`src/rtl/lc3b_types.sv`:
```
// Shared LC-3b pipeline types: machine word, fetch-stage states and the
// canonical no-op encoding used to fill empty pipeline slots.
package lc3b_types;

  typedef logic [15:0] lc3b_word;

  typedef enum logic [1:0] {
    FETCH,
    SKID,
    DRAIN
  } lc3b_fetch_state;

  // BR with nzp=000 never branches, so an all-zero word is a no-op.
  localparam lc3b_word LC3B_NOP = 16'h0000;

  // Instruction addresses are word aligned; bit 0 is always cleared.
  function automatic lc3b_word lc3b_align(input lc3b_word addr);
    return {addr[15:1], 1'b0};
  endfunction

endpackage

```
`src/rtl/ifid_reg.sv`:
```
// Loadable/flushable pipeline register holding {IR, PC, valid}.
// Flush wins over load; flush empties the slot but leaves the PC field alone.
import lc3b_types::*;

module ifid_reg #(
  parameter lc3b_word NOP_WORD = LC3B_NOP
) (
  input  logic     clk,
  input  logic     rst_n,
  input  logic     load,
  input  logic     flush,
  input  lc3b_word ir_in,
  input  lc3b_word pc_in,
  output lc3b_word ir,
  output lc3b_word pc,
  output logic     valid
);

  // Register update: reset empties the slot, flush inserts a bubble, load captures.
  always_ff @(posedge clk or negedge rst_n) begin
    if (!rst_n) begin
      ir    <= NOP_WORD;
      pc    <= '0;
      valid <= 1'b0;
    end else if (flush) begin
      ir    <= NOP_WORD;
      valid <= 1'b0;
    end else if (load) begin
      ir    <= ir_in;
      pc    <= pc_in;
      valid <= 1'b1;
    end
  end

endmodule

```
`src/rtl/instruction_fetch.sv`:
```
// LC-3b fetch stage: owns the PC, drives the instruction-memory handshake
// and feeds decode through the IF/ID register. A one-entry skid buffer
// absorbs a response that arrives while decode is stalled, and the DRAIN
// state waits out a request that was in flight when a redirect arrived.
import lc3b_types::*;

module instruction_fetch #(
  parameter lc3b_word RESET_PC = 16'h0000,
  parameter lc3b_word NOP_WORD = LC3B_NOP
) (
  input  logic        clk,
  input  logic        rst_n,
  input  logic        stall,
  input  logic        redirect,
  input  logic [15:0] redirect_pc,
  input  logic        imem_resp,
  input  logic [15:0] imem_rdata,
  output logic        imem_read,
  output logic [15:0] imem_address,
  output logic [15:0] IR,
  output logic [15:0] pc_out,
  output logic        valid_out
);

  lc3b_fetch_state state;
  lc3b_word        pc;
  lc3b_word        pc_plus2;
  lc3b_word        skid_ir;
  lc3b_word        skid_pc;
  lc3b_word        target;
  logic            issue;
  logic            accept;
  logic            resp_ok;

  logic            ifid_load;
  logic            ifid_flush;
  lc3b_word        ifid_ir_in;
  lc3b_word        ifid_pc_in;

  // issue is low only in the bubble cycle after reset or after a redirect
  // that had nothing in flight; SKID never requests because the buffer is full.
  assign imem_read    = issue && (state != SKID);
  assign imem_address = pc;
  assign pc_plus2     = pc + 16'd2;
  assign accept       = !valid_out || !stall;
  // A response only counts when we actually asked for one.
  assign resp_ok      = imem_resp && imem_read;

  // IF/ID control: redirect flushes first, then fresh data or the skid
  // buffer loads, and an unreplaced consumed slot turns into a bubble.
  always_comb begin
    ifid_load  = 1'b0;
    ifid_flush = 1'b0;
    ifid_ir_in = imem_rdata;
    ifid_pc_in = pc_plus2;
    if (redirect) begin
      ifid_flush = 1'b1;
    end else begin
      case (state)
        FETCH: begin
          if (resp_ok) begin
            if (accept) ifid_load = 1'b1;
          end else if (!stall) begin
            ifid_flush = 1'b1;
          end
        end
        SKID: begin
          if (!stall) begin
            ifid_load  = 1'b1;
            ifid_ir_in = skid_ir;
            ifid_pc_in = skid_pc;
          end
        end
        default: begin
        end
      endcase
    end
  end

  // Fetch FSM: PC, skid buffer, latched redirect target and request enable.
  always_ff @(posedge clk or negedge rst_n) begin
    if (!rst_n) begin
      state   <= FETCH;
      pc      <= lc3b_align(RESET_PC);
      skid_ir <= NOP_WORD;
      skid_pc <= '0;
      target  <= '0;
      issue   <= 1'b0;
    end else begin
      issue <= 1'b1;
      case (state)
        FETCH: begin
          if (redirect) begin
            if (imem_read && !imem_resp) begin
              target <= lc3b_align(redirect_pc);
              state  <= DRAIN;
            end else begin
              pc <= lc3b_align(redirect_pc);
              if (!imem_read) issue <= 1'b0;
            end
          end else if (resp_ok) begin
            pc <= pc_plus2;
            if (!accept) begin
              skid_ir <= imem_rdata;
              skid_pc <= pc_plus2;
              state   <= SKID;
            end
          end
        end
        SKID: begin
          if (redirect) begin
            skid_ir <= NOP_WORD;
            skid_pc <= '0;
            pc      <= lc3b_align(redirect_pc);
            issue   <= 1'b0;
            state   <= FETCH;
          end else if (!stall) begin
            state <= FETCH;
          end
        end
        DRAIN: begin
          if (resp_ok) begin
            pc    <= redirect ? lc3b_align(redirect_pc) : target;
            state <= FETCH;
          end else if (redirect) begin
            target <= lc3b_align(redirect_pc);
          end
        end
        default: state <= FETCH;
      endcase
    end
  end

  ifid_reg #(
    .NOP_WORD(NOP_WORD)
  ) u_ifid (
    .clk   (clk),
    .rst_n (rst_n),
    .load  (ifid_load),
    .flush (ifid_flush),
    .ir_in (ifid_ir_in),
    .pc_in (ifid_pc_in),
    .ir    (IR),
    .pc    (pc_out),
    .valid (valid_out)
  );

endmodule

```
`config.mk`:
```
export PLATFORM = sky130hd
export DESIGN_NAME = instruction_fetch
export DESIGN_NICKNAME = d
export VERILOG_FILES = /design/src/rtl/lc3b_types.sv /design/src/rtl/ifid_reg.sv /design/src/rtl/instruction_fetch.sv
export SDC_FILE = /design/constraint.sdc
export NUM_CORES = 1
export LEC_CHECK = 0
export ABC_CLOCK_PERIOD_IN_PS = 2029
export CAP_MARGIN = 10
export CELL_PAD_IN_SITES_DETAIL_PLACEMENT = 0
export CELL_PAD_IN_SITES_GLOBAL_PLACEMENT = 1
export CORE_AREA = 10 10 128 130
export CTS_CLUSTER_DIAMETER = 60
export DETAILED_ROUTE_END_ITERATION = 8
export DIE_AREA = 0 0 138 140
export PLACE_DENSITY = 0.75
export SETUP_SLACK_MARGIN = 0.1
export SLEW_MARGIN = 20
export SYNTH_ARGS = -nofsm -noshare
export SYNTH_HDL_FRONTEND = slang
export SYNTH_SLANG_ARGS = --single-unit
export TNS_END_PERCENT = 1
```
`constraint.sdc`:
```
create_clock -name clk -period 2.03 [get_ports clk]
set_clock_uncertainty 0.1 [all_clocks]
set_input_delay 0.203 -clock clk [delete_from_list [all_inputs] [get_ports clk]]
set_output_delay 0.203 -clock clk [all_outputs]
set_load 0.01 [all_outputs]
```
# --- Word-level counts from Yosys, hierarchy flattened ---
# Index checks and enable logic that the tools add are counted.
totals:
  ff_bits: 100
  in_bits: 37
op_classes:
  n_mux: 51
  reduce_logical: 17
  n_bitwise: 1
  addsub: 1
  n_eq_ne: 16
ops:
  columns: ["op", "n"]
  rows:
  - ["16-bit 2-to-1 mux", 24]
  - ["16-bit one-hot mux with 2 select lines", 3]
  - ["16-bit one-hot mux with 3 select lines", 1]
  - ["16-bit by 2-bit adder with 16-bit output, second input constant", 1]
  - ["2-bit != test, second input constant", 8]
  - ["3-bit != test, second input constant", 5]
  - ["5-bit AND reduction", 3]
  - ["2-bit 2-to-1 mux", 7]
  - ["1-bit 2-to-1 mux", 13]
  - ["2-bit one-hot mux with 3 select lines", 1]
  - ["2-bit nonzero test", 3]
  - ["1-bit one-hot mux with 2 select lines", 2]
  - ["4-bit AND reduction", 1]
  - ["1-bit logical AND", 3]
  - ["1-bit zero test", 3]
  - ["3-bit nonzero test", 1]
  - ["2-bit by 1-bit == test with 1-bit output, second input constant", 1]
  - ["2-bit == test, second input constant", 1]
  - ["2-bit zero test", 1]
  - ["2-bit by 1-bit != test with 1-bit output, second input constant", 1]
  - ["2-bit AND reduction", 1]
  - ["1-bit logical OR", 1]
  - ["1-bit inverter", 1]

# --- Logic depth before layout (Yosys ltp) ---
# Gate-level depths: netlist (run 1).
depth:
  ltp_word: 8
  ltp_mapped: 9
  ltp_nobuf: 8

# --- Hierarchy ---
# From an unflattened synthesis (run 1), not the netlist that was laid out.
unflattened:
  hier_cells: 522
  area_unflattened_um2: 5316.3
by_module_without_submodules:
  columns: ["mod", "seq_area_each_um2", "area_each_um2", "cells_each", "n_inst"]
  rows:
  - ["instruction_fetch", 1676.6, 3972.6, 432, 1]
  - ["ifid_reg", 825.8, 1343.8, 90, 1]

# --- Least setup slack after synthesis (run 1) ---
# OpenSTA, ideal clock, no wires.
synth_path:
  path_type: "register to register"
  start: "register state[0]"
  end: "register u_ifid.ir[10]"
  arrival_ns: 1.774
  stages_incl_launch_ff: 10
  period_less_slack_ns: 2.004
  path_slack_ns: 0.026
  setup_time_ns: 0.130
  cell_sequence: "dfrtp_1 inv_1 ha_1 buf_4 inv_1 or3_1 a21oi_1 nor2_1 buf_2 o2bb2ai_1"
synth_between:
  elab_chain_len: 7
  word_cells_on_any_way: 16
  cone_classes: "eq/ne: 2; mux: 10; reduce/logical: 4"
synth_lines:
  columns: ["element", "line_no", "source"]
  rows:
  - ["from (decl)", "instruction_fetch.sv:25", "lc3b_fetch_state state;"]
  - ["from (signal assigned)", "instruction_fetch.sv:83", "state <= FETCH;"]
  - ["from (signal assigned)", "instruction_fetch.sv:96", "state <= DRAIN;"]
  - ["from (signal assigned)", "instruction_fetch.sv:106", "state <= SKID;"]
  - ["2-bit by 1-bit != test with 1-bit output", "instruction_fetch.sv:42", "assign imem_read = issue && (state != SKID);"]
  - ["1-bit logical AND", "instruction_fetch.sv:42", null]
  - ["1-bit logical AND", "instruction_fetch.sv:47", "assign resp_ok = imem_resp && imem_read;"]
  - ["1-bit 2-to-1 mux", "instruction_fetch.sv:61", "if (resp_ok) begin"]
  - ["1-bit one-hot mux with 2 select lines or 1-bit 2-to-1 mux (tied branches)", "instruction_fetch.sv:59", "case (state)"]
  - ["1-bit 2-to-1 mux", "instruction_fetch.sv:56", "if (redirect) begin"]
  - ["2-bit nonzero test (no source line) or 16-bit 2-to-1 mux (tied branches)", null, null]
  - ["to (signal assigned)", "ifid_reg.sv:29", "ir <= ir_in;"]
  - ["to (decl)", "ifid_reg.sv:14", "output lc3b_word ir,"]
# Parallel ways exist; a longest one is shown, timed or not. The select of a mux whose other input is x is not followed.
# A chain may end at the register's enable or synchronous reset.

# --- Worst setup path after layout (run 1) ---
layout_path:
  start: "register state[1]"
  end: "register pc[9], in the netlist imem_address[9]"
layout_between:
  elab_chain_len: 5
  word_cells_on_any_way: 14
  cone_classes: "eq/ne: 7; mux: 1; reduce/logical: 6"
layout_lines:
  columns: ["element", "line_no", "source"]
  rows:
  - ["2-bit by 1-bit != test with 1-bit output", "instruction_fetch.sv:42", null]
  - ["1-bit logical AND", "instruction_fetch.sv:42", null]
  - ["1-bit logical AND, on equally long branches", "instruction_fetch.sv:94, instruction_fetch.sv:47", null]
  - ["3-bit != test (no source line) or 2-bit != test (tied branches)", null, null]
  - ["5-bit AND reduction (no source line)", null, null]
  - ["to (signal assigned)", "instruction_fetch.sv:98", "pc <= lc3b_align(redirect_pc);"]
  - ["to (signal assigned)", "instruction_fetch.sv:102", "pc <= pc_plus2;"]
  - ["to (signal assigned)", "instruction_fetch.sv:114", "pc <= lc3b_align(redirect_pc);"]
  - ["to (decl)", "instruction_fetch.sv:26", "lc3b_word pc;"]
# Parallel ways exist; a longest one is shown, timed or not.

==> metrics.md, run 1 <==
| Metric | Value |
|---|---|
| Status | complete, no violations |
| Multi-input logic area | 2550 sq um |
| IR drop worst, VDD | 769 uV |
| Count of antenna diodes in the layout | 0 |
| Relative slew slack | 54.0% |
| Die width | around 140 microns |
| Proportion of synthesized chip area in sequential cells | 49.9% |
| Average cell area after synthesis | 10.6 sq um |
| Min setup slack post-route | 0.0108 ns |
| Pre-CTS worst setup slack | -0.143 ns |
| Setup repair after global routing missed its margin | true |
| Via count normalized by instance count | 5.41 |
| Remaining global-route overflow | 0 |
| Commonest non-fill, non-tap cell in the layout | sky130_fd_sc_hd__dfrtp_1 |
| Highest net fanout along the worst path | 15 |
| Cell-internal power | ~0.006 W |
| Area growth from synthesis to final layout | 39.5% |
| Core Rows | 43 |
| Synth unique cells | 62 |
| Via total after detailed routing | 4,165 |
| Source-to-sink clock delay at the later pin of the worst-skew pair | 0.35 ns |
| Fmax | 495 MHz |
| Ratio of cells with drive above 1 in the final layout | about 22% |
| PortBufs | between 80 and 90 |
| Synth async-reset ratio | 100% |
| Sequential Power Share | 34.4% |
| Prevailing post-synth register cell | sky130_fd_sc_hd__dfrtp_1 |
| Number of levels the H-tree was split into | 3 |
| HPWL Detailed | 9.68 mm |
| Vias in the first global route | 4,082 |
| Commonest cells after routing, fill and taps aside | sky130_fd_sc_hd__dfrtp_1 (100), sky130_fd_sc_hd__clkdlybuf4s50_1 (83), sky130_fd_sc_hd__nand2_1 (47) |
| Number of clock sinks | 100 |
| Crit path arrival time | 2.15 ns |
| Cell area after placement | around 6400 sq um |
| Non-Filler Instances | 770 |
| Post-synthesis net count | 515 |
| Leakage Power | 2.97 nW |
| Max-cap violations | 0 |
| Starting DRC count in detailed routing | around 270 |
| Clock slew at the register clock pins of the worst setup and hold paths | 0.07 ns |
| Required time reported for the critical path endpoint | about 2.2 ns |
| Number of buffers inserted during clock tree synthesis | 9 |
| Clk pwr share | 17.2% |
| Number of buffers on the longest clock path | 2 |
| Top-level I/O count | 87 |
| Die outline area | roughly 19,000 sq um |
| Clock Tree Root | sky130_fd_sc_hd__clkbuf_16 |
| Worst min-delay path category | in -> async |
| Drt first pass iters | 4 |
| Layout Cell Area excl Fill | 7000 sq um |
| Crit path time final | ~2.0 ns |
| DRC | 0 |
| Net switching power | ~0.0035 W |
| Area taken by flip-flops and latches | around 2500 sq um |
| Crit path capture type | flop |
| Clock tree from TritonCTS | built |
| Worst slew pin tran | ~0.69 ns |
| Global-route usage over all layers | 13.7% |
| Setup Crit Path Kind | reg -> reg |
| Cell count after synthesis | roughly 470 |
| Maximum number of pins on one net before global-route repair | about 40 |
| Fill cell count | between 1,000 and 1,500 |
| Yosys reg bits | 100 |
| Critical path startpoint category | flop |
| Number of slew-limit violations in the final report | 0 |
| Nets | 626 |
| Core region area | 13,800 sq um |
| Power density over cell area | 1380 nW/um^2 |
| Starting utilization of the core area | between 30% and 40% |
| Placed cell count | between 700 and 800 |
| DRT Wirelength | 14.1 mm |
| Routability-driven placement congestion ratio | 0.820 |
| Number of enable-type register cells in the synthesized netlist | 0 |
| YS warnings | 0 |
| Vert. Die Dim | 140 microns |
| Initial antenna violation count | 0 |
| Switching share of power | 36.3% |
| Detail-routed net length per standard cell | ~18 microns |
| Number of hold-slack violations in the final timing report | 0 |
| Cell area after technology mapping | 5020 sq um |
| Comb power frac | 48.4% |
| Global-route wire length before repair | 22.0 mm |
| Setup violators final | 0 |
| Remaining number of nets flagged by the antenna check after routing | 0 |
| Post-route fraction of the period consumed by the critical path | 99.5% |
==> worst paths after layout <==
path | depth (start not counted) | endpoint | from | slack (ns)
min in group clk | 2 | skid_pc[10] | skid_pc[10] | 0.38
setup / recovery | 8 | imem_address[9] | state[1] | 0.01
max in group asynchronous | 3 | u_ifid.pc[9] | rst_n | 0.98
setup reg to reg | 8 | imem_address[9] | state[1] | 0.01
hold / removal | 2 | u_ifid.pc[0] | rst_n | 0.28
hold reg to reg | 2 | skid_pc[10] | skid_pc[10] | 0.38
==> cell usage after synthesis (3+ instances only) <==
cell	count	share of area, %
sky130_fd_sc_hd__nor3_1	4	0.40
sky130_fd_sc_hd__a21oi_1	34	3.4
sky130_fd_sc_hd__o31ai_1	3	0.45
sky130_fd_sc_hd__nor2_1	28	2.1
sky130_fd_sc_hd__a211oi_1	9	1.3
sky130_fd_sc_hd__a22oi_1	5	0.75
sky130_fd_sc_hd__o2bb2ai_1	16	2.8
sky130_fd_sc_hd__dfrtp_1	100	50
sky130_fd_sc_hd__a21o_1	11	1.6
sky130_fd_sc_hd__xnor2_1	7	1.2
sky130_fd_sc_hd__xor2_1	5	0.87
sky130_fd_sc_hd__o21a_1	3	0.45
sky130_fd_sc_hd__clkbuf_1	10	0.75
sky130_fd_sc_hd__mux2i_1	21	4.2
sky130_fd_sc_hd__o22ai_1	3	0.37
sky130_fd_sc_hd__o21ai_0	22	2.2
sky130_fd_sc_hd__a31oi_1	9	1.1
sky130_fd_sc_hd__nand4_1	4	0.50
sky130_fd_sc_hd__buf_4	4	0.60
sky130_fd_sc_hd__buf_2	18	1.8
sky130_fd_sc_hd__mux2_2	19	4.3
sky130_fd_sc_hd__nand3_1	6	0.60
sky130_fd_sc_hd__nor2b_1	4	0.50
sky130_fd_sc_hd__ha_1	4	1.0
sky130_fd_sc_hd__nand2_1	47	3.5
sky130_fd_sc_hd__a22o_1	28	4.9
sky130_fd_sc_hd__inv_1	10	0.75
==> through the flow <==
stage / power (W) / setup TNS, ns / utilization, % / hold WS, ns
final: 0.00967 / 0 / 50.8 / 0.275
after global routing: 0.0103 / -0.308 / 50.8 / 0.304
after CTS: 0.00928 / 0 / 49.0 / 0.277
after detailed placement: 0.00748 / -2.59 / 46.4 / 0.120
after global placement: 0.00738 / -1.35 / 46.4 / 0.109
after floorplan: 0.00562 / 0 / - / -0.193
==> layer usage <==
metal	global-route usage, %	part of all wire (%)	vias up
li1	-	-	1977
met1	18.3	47	2062
met2	20.8	46	117
met3	4.63	5.9	9
met4	3.16	0.68	0
met5	0	0	-
==> repair_timing <==
item                                    4_1_cts  5_1_grt
setup buffers                                 0        2
resized for setup                            13       42
hold buffers                                  1        0
endpoints found under the hold margin        38        0
pin swaps                                     1       11
cloned                                        0        2
endpoints found under the setup margin       94       94
==> logic make-up (layout without fill, tap and decap cells) <==
kind of cell	count (synthesis)	count (layout)	share of synthesized area [%]
buf+inv	45	161	4.29
xor+xnor	13	13	2.42
fa+ha+maj	4	4	0.997
mux	40	40	8.45
flops	100	100	49.9
compound gates	162	162	22.8
simple gates	110	110	11.2
==> final cells by class <==
| class | count | share of cell area [%] |
|---|---|---|
| tap | 180 | 3.22 |
| multi-input combinational | 329 | 36.5 |
| clock buffer | 10 | 3.41 |
| inverter | 10 | 0.572 |
| clock inverter | 6 | 0.679 |
| sequential | 100 | 35.7 |
| timing repair buffer | 135 | 19.9 |
==> worst max-delay path, stage by stage, from the launching register on <==
cell	delay, ns
sky130_fd_sc_hd__dfrtp_1	0.38
sky130_fd_sc_hd__inv_2	0.07
sky130_fd_sc_hd__buf_4	0.14
sky130_fd_sc_hd__ha_4	0.19
sky130_fd_sc_hd__or3_4	0.35
sky130_fd_sc_hd__o311ai_4	0.09
sky130_fd_sc_hd__o21ai_4	0.16
sky130_fd_sc_hd__clkbuf_16	0.20
sky130_fd_sc_hd__o22a_1	0.22
==> state kept, by name (all words and copies together) (netlist names) <==
name	cells
skid_ir	16
u_ifid.ir	16
issue	1
state	2
target	16
u_ifid.valid	1
u_ifid.pc	16
skid_pc	16
imem_address	16
==> power by group through the flow <==
stage	clock network [W]	registers, W	logic, W
after floorplan	0	0.00346	0.00216
after global placement	0	0.00330	0.00408
after detailed placement	0	0.00334	0.00414
after CTS	0.00171	0.00331	0.00426
after global routing	0.00179	0.00342	0.00507
final	0.00166	0.00333	0.00468
Power figures use the tool's default switching activity.
==> inputs of run 2 (changes only) <==
--- a/config.mk
+++ b/config.mk
@@ -9,14 +9,13 @@
 export CAP_MARGIN = 10
 export CELL_PAD_IN_SITES_DETAIL_PLACEMENT = 0
 export CELL_PAD_IN_SITES_GLOBAL_PLACEMENT = 1
-export CORE_AREA = 10 10 128 130
+export CORE_AREA = 2 2 120 122
 export CTS_CLUSTER_DIAMETER = 60
 export DETAILED_ROUTE_END_ITERATION = 8
-export DIE_AREA = 0 0 138 140
+export DIE_AREA = 0 0 122 124
 export PLACE_DENSITY = 0.75
 export SETUP_SLACK_MARGIN = 0.1
 export SLEW_MARGIN = 20
 export SYNTH_ARGS = -nofsm -noshare
 export SYNTH_HDL_FRONTEND = slang
 export SYNTH_SLANG_ARGS = --single-unit
-export TNS_END_PERCENT = 1
==> run 2 against run 1 <==
  * Utilization increased by 1.8 points
  * Critical path depth rose by 1
  * Setup slack better by 0.015 ns
  * Via count rose by 1.8%
  * Sequential share of layout area down 1.0 points
  * Flip-flop and latch count unchanged
  * Count of clock-buffer cells in the layout unchanged
  * Fmax grew 0.74%
  * Clock power is 14% higher
  * First-iteration DRC count decreased by 17%
  * Global-route usage is 4.8 points higher
  * Sequential power about the same
==> metrics.md, run 2 (same netlist as run 1, synthesis figures left out) <==
| Metric | Value |
|---|---|
| Crit path arrival time | 2.17 ns (+0.02 ns) |
| Cell-internal power | 0.00633 W (+2.8%) |
| Top-level I/O count | 87 (unchanged) |
| IR drop worst, VDD | 544 uV (-29%) |
| Maximum number of pins on one net before global-route repair | 53 (+29%) |
| Met3 track utilization from global routing | 3.11% (-1.5 points) |
| Switching share of power | 36.2% (-0.086 points) |
| PortBufs | 85 (unchanged) |
| Critical path startpoint category | flop |
| Worst slew pin tran | 0.620 ns (-0.0675 ns) |
| Via count normalized by instance count | 5.44 (+0.54%) |
| Clock Tree Root | sky130_fd_sc_hd__clkbuf_16 |
| Drt first pass iters | 4 (unchanged) |
| Total chip power | 0.00993 W (+2.7%) |
| Leakage Power | 3.03 nW (+2.0%) |
| Kind of cell adding the most delay to the critical path | compound AO/OA/AOI/OAI gates |
| Net switching power | 0.00360 W (+2.4%) |
| Non-Filler Instances | 780 (+1.3%) |
| Ratio of cells with drive above 1 in the final layout | 26.8% (+4.6 points) |
| Delay of the slowest critical-path stage | 0.45 ns (+0.07 ns) |
| Relative slew slack | 58.6% (+4.7 points) |
| Flop-to-flop setup slack | 0.03 ns (about the same) |
| Logic depth of the worst setup path including buffers | 9 (+1) |
| Comb power frac | 47.2% (-1.2 points) |
| Sequential Power Share | 33.6% (-0.8 points) |
| Crit path capture type | flop |
| Commonest cells after routing, fill and taps aside | sky130_fd_sc_hd__dfrtp_1 (99), sky130_fd_sc_hd__clkdlybuf4s50_1 (83), sky130_fd_sc_hd__nand2_1 (42) |
| Remaining number of nets flagged by the antenna check after routing | 0 (unchanged) |
| Count of antenna diodes in the layout | 0 (unchanged) |
| Starting DRC count in detailed routing | 226 (-17%) |
| Routability-driven placement congestion ratio | 0.811 (-1.0%) |
| Area growth from synthesis to final layout | 43.8% |
| Worst r2r path cells | 9 (+1) |
| Die outline area | 15,100 sq um (-22%) |
| Source-to-sink clock delay at the later pin of the worst-skew pair | 0.35 ns (about the same) |
| Vert. Die Dim | 124 microns (-11%) |
| Via total after detailed routing | 4,242 (+1.8%) |
| Number of slew-limit violations in the final report | 0 (unchanged) |
| Starting utilization of the core area | 36.6% (+0.14 points) |
| Worst min-delay path category | in -> async |
| Critical path's slowest cell | sky130_fd_sc_hd__dfrtp_2 |
| HPWL Detailed | 9.16 mm (-5.4%) |
| Max-cap violations | 0 (unchanged) |
| Worst reg2reg path endpoint | imem_address[10] |
| Crit path time final | 2.00 ns (-0.0148 ns) |
| Setup violators final | 0 (unchanged) |
| Die width | 122 microns (-12%) |
| Global-route usage over all layers | 18.4% (+4.8 points) |
| Clock tree from TritonCTS | built |
| Detail-routed net length per standard cell | 18.3 microns (+0.18%) |
| Number of clock sinks | 100 (unchanged) |
| Global-route track usage on met1 | 25.7% (+7.4 points) |
| Core region area | 13,700 sq um (-0.39%) |
| Initial antenna violation count | 0 (unchanged) |
| FF-to-FF Start | state[0] |
| Number of buffers on the longest clock path | 2 (unchanged) |
| Clock slew at the register clock pins of the worst setup and hold paths | 0.07 ns (about the same) |
| Power density over cell area | 1380 nW/um^2 (-0.37%) |
| Worst path buffer plus inverter count | 3 (unchanged) |
| Vias in the first global route | 4,072 (-0.24%) |
| Number of hold-slack violations in the final timing report | 0 (unchanged) |
| Ordered cell list for the critical path | ha_4 -> nand3b_4 -> buf_4 -> buf_4 -> o311ai_4 -> o21ai_4 -> buf_12 -> a21oi_1 -> a2bb2oi_1 |
| Cell seen most often among critical-path stages | sky130_fd_sc_hd__buf_4 |
| Status | complete, no violations |
| DRT Wirelength | 14.3 mm (+1.5%) |
| Fmax | 499 MHz (+0.74%) |
| DRC | 0 (unchanged) |
| Remaining global-route overflow | 0 (unchanged) |
| Met2 track utilization from global routing | 29.6% (+8.9 points) |
| Core Rows | 43 (unchanged) |
| Number of buffers inserted during clock tree synthesis | 9 (unchanged) |
| Peak-usage layer in the global routing report | met2 |
| Setup repair after global routing missed its margin | true |
| Post-route fraction of the period consumed by the critical path | 98.7% (-0.73 points) |
| Placed cell count | 746 (-0.40%) |
| Clk pwr share | 19.1% (+1.9 points) |
| Number of levels the H-tree was split into | 3 (unchanged) |
| Commonest non-fill, non-tap cell in the layout | sky130_fd_sc_hd__dfrtp_1 |
| Global-route wire length before repair | 21.6 mm (-2.0%) |
| Nets | 636 (+1.6%) |
| Highest net fanout along the worst path | 15 (unchanged) |
| Required time reported for the critical path endpoint | 2.20 ns (+0.04 ns) |
| Setup Crit Path Kind | reg -> reg |
## run 2: cell types whose count changed in the layout (fill, tap and decap cells not counted), moves of 4 or more
cell,change
sky130_fd_sc_hd__a211oi_1,-4
sky130_fd_sc_hd__nand2_1,-5
sky130_fd_sc_hd__a21oi_2,+6
sky130_fd_sc_hd__buf_4,+5
sky130_fd_sc_hd__a21oi_1,-5
sky130_fd_sc_hd__o21ai_0,-6
sky130_fd_sc_hd__o21ai_1,+5
sky130_fd_sc_hd__mux2_4,-12
sky130_fd_sc_hd__a211oi_2,+4
sky130_fd_sc_hd__mux2_2,+12
## run 2: metal layers
metal,wire (microns),share of wire (%)
met1,6530,46
met2,6870,48
met3,754,5.3
met4,127,0.89
met5,0,0
## run 2: layout make-up
class | count | area (sq um)
Clock buffer | 10 | 229
Clock inverter | 6 | 95.1
Fill cell | 1223 | 6500
Inverter | 10 | 37.5
Multi-Input combinational cell | 331 | 2620
Sequential cell | 100 | 2500
Tap cell | 180 | 225
Timing Repair Buffer | 143 | 1500
## run 2: worst max-delay path by stage
stage                            end  startpoint
finish              imem_address[10]    state[0]
global route              skid_ir[2]    state[0]
CTS                      skid_pc[15]    state[1]
detailed placement      u_ifid.valid    state[1]
global placement        u_ifid.valid    state[1]
floorplan              u_ifid.ir[10]    state[0]
## run 2: power by group through the flow
stage	registers [W]	clock network, W	logic (W)
4_1_cts	0.00331	0.00194	0.00429
3_3_place_gp	0.00329	0	0.00406
3_5_place_dp	0.00334	0	0.00412
6_report	0.00334	0.00190	0.00469
2_1_floorplan	0.00346	0	0.00217
5_1_grt	0.00342	0.00202	0.00508
## run 2: what timing repair did
action	in CTS	in global routing
endpoints found under the setup margin	89	92
resized for setup	18	51
cloned	2	5
hold endpoints to repair	41	0
pin swaps	5	12
hold buffers	1	0
setup buffers	5	5
## run 2: per-stage QoR
step | cell area (sq um) | worst slack [ns] | utilization, % | hold slack (ns) | setup TNS [ns]
CTS | 6840 | 0.0501 | 49.9 | 0.321 | 0
global placement | 6380 | -0.0512 | 46.5 | 0.138 | -0.566
floorplan | 5060 | 0.0838 | - | -0.193 | 0
global route | 7210 | -0.0424 | 52.6 | 0.345 | -1.25
finish | 7210 | 0.0256 | 52.6 | 0.294 | 0
detailed placement | 6380 | -0.105 | 46.5 | 0.162 | -1.58
==> inputs of run 3 (changes only) <==
--- a/config.mk
+++ b/config.mk
@@ -13,6 +13,7 @@
 export CTS_CLUSTER_DIAMETER = 60
 export DETAILED_ROUTE_END_ITERATION = 8
 export DIE_AREA = 0 0 122 124
+export HOLD_SLACK_MARGIN = 0.06
 export PLACE_DENSITY = 0.75
 export SETUP_SLACK_MARGIN = 0.1
 export SLEW_MARGIN = 20
==> results of run 3 <==
No change in the layout: final DEF, timing and power equal those of run 2.
==> patch 1: new RTL, flow settings as in run 2 <==
The 3 states of `lc3b_fetch_state` get a one-hot encoding in 3 bits.
--- a/src/rtl/lc3b_types.sv
+++ b/src/rtl/lc3b_types.sv
@@ -6,6 +6,6 @@
 
-  typedef enum logic [1:0] {
-    FETCH,
-    SKID,
-    DRAIN
+  typedef enum logic [2:0] {
+    FETCH = 3'b001,
+    SKID  = 3'b010,
+    DRAIN = 3'b100
   } lc3b_fetch_state;
Formal check against the unedited RTL: no difference found for any inputs over 4 cycles, from zero or initial values and one cycle with rst_n low; so few cycles prove little.
==> patch 1 against run 2 <==
  * The run now ends with negative setup slack left
  * Synthesized area up 3.8%
  * Cell area increased by 7.5%
  * Sequential share of layout area is 2.1 points lower
  * Setup slack got worse by 0.031 ns
  * Critical path depth did not move
  * Combinational power up 18%
  * Largest power group unchanged
  * Power up 10%
  * Sequential cell count grew 1
  * Core utilization up 3.9 points
  * Cell count grew 11%
  * Worst hold slack got worse by 0.078 ns
  * Wire length up 6.6%
  * Synthesized cell count grew 10%
==> patch 1: results (changes against run 2) <==
dpl ws=-0.2231 ns (-0.1177 ns); via count=4683 (+10%); global-route wire length before repair=22110 um (+2.3%); first-pass detailed-route iteration total=5 (+1); Post-Synth XOR/XNOR Area=0.02185 (-0.002335); Initial DRC Count=308 (+36%); violated checks=negative setup slack; share of layout cells above drive strength 1=0.3212 (+0.05283); VDD IR-drop max=0.0007424 V (+37%); CP max FO=5 (-10); post-synthesis adder-cell area fraction=0.002401 (-0.007572); Nets=718 (+13%); All-Layer GR Usage=0.1886 (+0.004203); CP Launch Type=flop; syn_nets=560 (+8.7%); post-layout worst setup margin=-0.005520 ns (-0.03115 ns); hpwl dp=9978 um (+9.0%); crit path DAT=2.18 ns; status=finished with violations; Leakage=3.557 nW (+17%); htree depth=3 (unchanged); largest net degree at the start of global routing=41 (-23%); compound-gate portion of the synthesized area=0.2307 (+0.002859); Worst R2R Start=state[0]$_DFFE_PN1P_; DRT Wirelength=15210 um (+6.6%); Synth area leaders=dfrtp_1 48%, nand2_1 5.9%, a21o_1 3.0%, a22o_1 3.0%, nor2_1 2.7%; post-synthesis sequential area ratio=0.4852 (-0.01339); Slowest cell on crit path=dfstp_2; I/O Buffers=85 (unchanged); Tightest Pin Transition=0.5269 ns (-0.09345 ns); RD Place Congestion=0.8979 (+11%); # setup viols final=1 (+1); vias in the first global route=4313 (+5.9%); top cells by count, synth=100 x dfrtp_1, 82 x nand2_1, 38 x nor2_1, 23 x o21ai_1, 22 x o21ai_0
patch 1: cell count changes in the layout (fill, tap and decap cells not counted), sizes merged, moves of 6 or more:
cell | run 2 | this run
o21ai | 25 | 53
nor3 | 4 | 10
a21oi | 35 | 27
a21o | 11 | 21
o2bb2ai | 16 | 0
nand2 | 47 | 82
buf | 54 | 90
mux2i | 21 | 2
nor2 | 30 | 39
a22o | 28 | 18
patch 1: cell families after synthesis:
kind of cell               count (synthesis)
and+or+nand+nor                          174
AOI/OAI and AO/OA                        168
DFF                                      101
buffers and inverters                     47
muxes                                     18
xor gates and xnor gates                  13
adders and majority gates                  1
patch 1: path summary, 6_finish.rpt:
check / end / slack [ns] / depth (start not counted)
setup / recovery: skid_ir[8]$_DFFE_PN0P_ / -0.006 / 9
hold / removal: skid_ir[12]$_DFFE_PN0P_ / 0.22 / 2
setup reg to reg: skid_ir[8]$_DFFE_PN0P_ / -0.006 / 9
hold reg to reg: u_ifid.ir[6]$_DFFE_PN0P_ / 0.38 / 1
max in group asynchronous: state[0]$_DFFE_PN1P_ / 0.96 / 3
min in group clk: skid_ir[6]$_DFFE_PN0P_ / 0.34 / 3
patch 1: timing repair:
action	in CTS	in global routing
setup endpoints to repair	90	89
hold buffers	1	0
pin swaps	4	42
gates cloned	2	10
hold endpoints to repair	24	0
resized for setup	14	92
setup buffers	6	13
patch 1: cell type report:
cell class              instances  area [sq um]
clock buffers                  11         232.7
fillers                      1148          5966
repair buffers                182          1883
well taps                     180         225.2
inverters                      10         37.54
multi-input cells             376          2761
flip-flops and latches        101          2529
clock inverters                 5         85.08
patch 1: metrics by stage:
stage           TNS [ns]  power [mW]  cell area [sq um]  std cells    util
2_1_floorplan          0       6.039               5239        522       -
3_3_place_gp      -5.425       8.025               6683        817  0.4871
3_5_place_dp      -8.443       8.143               6683        817  0.4871
4_1_cts                0       10.19               7118        842  0.5188
5_1_grt           -1.078       11.59               7754        865  0.5652
6_report       -0.005520       10.93               7754        865  0.5652
patch 1: critical path, delay by kind of cell (launching register included):
family                 cells  cell delay, ns
DFF                        1            0.56
AOI/OAI and AO/OA          2            0.30
buffers and inverters      4            0.59
and+or+nand+nor            3            0.36
patch 1: metal layers:
layer	vias up	GRT usage	share of wire
li1	2188	-	-
met1	2343	0.2508	0.45
met2	138	0.3115	0.49
met3	14	0.04350	0.050
met4	0	0.04885	0.0099
met5	-	0	0
patch 1: where the power goes:
part | internal, mW | switching [mW] | total, mW
sequential | 2.85 | 0.697 | 3.55
clock | 1.09 | 0.764 | 1.85
combinational | 2.97 | 2.56 | 5.53
total | 6.90 | 4.02 | 10.9
==> patch 2: new RTL, settings of run 2 <==
Made on the original files. Reset style: synchronous (`rst_n`), changed in 2 clocked blocks.
--- a/src/rtl/ifid_reg.sv
+++ b/src/rtl/ifid_reg.sv
@@ -19,3 +19,3 @@
   // Register update: reset empties the slot, flush inserts a bubble, load captures.
-  always_ff @(posedge clk or negedge rst_n) begin
+  always_ff @(posedge clk) begin
     if (!rst_n) begin
--- a/src/rtl/instruction_fetch.sv
+++ b/src/rtl/instruction_fetch.sv
@@ -80,3 +80,3 @@
   // Fetch FSM: PC, skid buffer, latched redirect target and request enable.
-  always_ff @(posedge clk or negedge rst_n) begin
+  always_ff @(posedge clk) begin
     if (!rst_n) begin
Behaviour: differs if rst_n is asserted again (counterexample within 4 cycles, from zero or initial values and one cycle with rst_n low); with rst_n held inactive, the same outputs for 4 cycles.
==> patch 2 against run 2 <==
  * The run now ends with negative setup slack left
  * Cell area is 5.7% higher
  * Critical path depth fell by 1
  * Setup slack got worse by 0.057 ns
  * Sequential share of layout area fell by 8.3 points
  * Via count increased by 13%
  * Synthesized area is 0.65% lower
  * Sequential cell count unchanged
  * Wire length rose by 9.0%
  * Synthesized cell count rose by 22%
  * Highest routed layer unchanged
Power is not compared: it rests on default switching activity, and its combinational part moved more than twofold at a synthesized area within 25%.
==> patch 2: results (changes against run 2) <==
mux cell area share after synthesis=0.07503 (-0.009486); slew margin rel.=0.6720 (+0.08555); M1 wire length=6906 um (+5.8%); synth unique cells=66 (+6.5%); syn_nets=620 (+20%); commonest register cell after synthesis=dfxtp_1; met1 Resource Use GR=0.2528 (-0.004041); first-pass detailed-route iteration total=6 (+2); setup_tns=-0.08653 ns (-0.08653 ns); DR WL met2=7611 um (+11%); met3 global-route usage=0.03068 (-0.0004579); post-synthesis adder-cell area fraction=0.01004 (+0.00006507); violated checks=negative setup slack; Synth area leaders=dfxtp_1 40%, mux2i_1 6.8%, nand2_1 4.7%, a21oi_1 4.3%, nor2b_1 3.3%; post-layout worst setup margin=-0.03174 ns (-0.05737 ns); count of multi-input gates=417 (+26%); fillers=1242 (+1.6%); non-filler cells, final=900 (+15%); Wirelength per Cell=17.29 um (-5.5%); HP Class=in2reg; hpwl dp=9941 um (+8.6%); CP max FO=8 (-7); All-Layer GR Usage=0.1954 (+0.01105); Nets=756 (+19%); top cells by count, synth=100 x dfxtp_1, 63 x nand2_1, 43 x a21oi_1, 34 x mux2i_1, 32 x nor2_1; Initial DRC Count=311 (+38%); buffering overhead=0.2466 (+0.03869); # setup viols final=5 (+5); total length of routed met3 wires=801 um (+6.2%); Plain + repair buffers=174 (+22%); RD Place Congestion=0.8424 (+3.9%); status=finished with violations; post-synthesis sequential area ratio=0.4015 (-0.09712); worst hold path depth=3; post-placement cell count=856 (+15%); largest net degree at the start of global routing=34 (-36%); area grow syn2layout=52.92%; seq_cells=100 (unchanged); compound-gate portion of the synthesized area=0.2301 (+0.002240); met2 Use GR=0.3355 (+0.03911); share of layout cells above drive strength 1=0.2778 (+0.009444); Post-Synth XOR/XNOR Area=0.02284 (-0.001348); cells after synthesis=579 (+22%); ClkCell Share=0.03692 (-0.007997); CP peak stage delay=0.41 ns (-0.04 ns); multi-input gate share of total cell area=0.4158 (+0.05213); Die Wd=122 um (unchanged); vias in the first global route=4563 (+12%); Clk pin slew, worst setup/hold paths=0.08 ns; Non-CTS inverters=13 (+3); CP top delay family=compound AO/OA/AOI/OAI gates; crit path DAT=2.23 ns (+0.06 ns); Slowest cell on crit path=a311o_1; Via density=5.314 (-2.3%); dpl ws=-0.2033 ns (-0.09787 ns); global-route wire length before repair=23380 um (+8.2%); Post-DP Area=0.006404 sq mm (+0.31%); async set-reset flop share out of synthesis=0 (-1.000)
## patch 2: power by group through the flow
stage / Combinational, mW / Clock [mW] / Sequential (mW)
finish: 1.04 / 1.67 / 2.09
global route: 1.11 / 1.79 / 2.10
CTS: 0.936 / 1.71 / 2.09
detailed placement: 0.840 / 0 / 2.13
global placement: 0.831 / 0 / 2.13
floorplan: 0.422 / 0 / 2.15
## patch 2: worst paths after layout
kind / start / endpoint / slack [ns]
worst max-delay path: state[1]$_SDFFE_PN0P_ / imem_address[15]$_SDFFE_PN0P_ / -0.03
worst min-delay path: rst_n / imem_address[1]$_SDFFE_PN0P_ / 0.25
worst max register to register: state[1]$_SDFFE_PN0P_ / imem_address[15]$_SDFFE_PN0P_ / -0.03
worst min register to register: target[0]$_SDFFE_PN0P_ / target[0]$_SDFFE_PN0P_ / 0.33
## patch 2: timing repair
action                     CTS  global route
gates resized for setup     40           118
buffers inserted             8            11
cloned                       4             6
setup endpoints to repair   78            97
pin swaps                   12            24
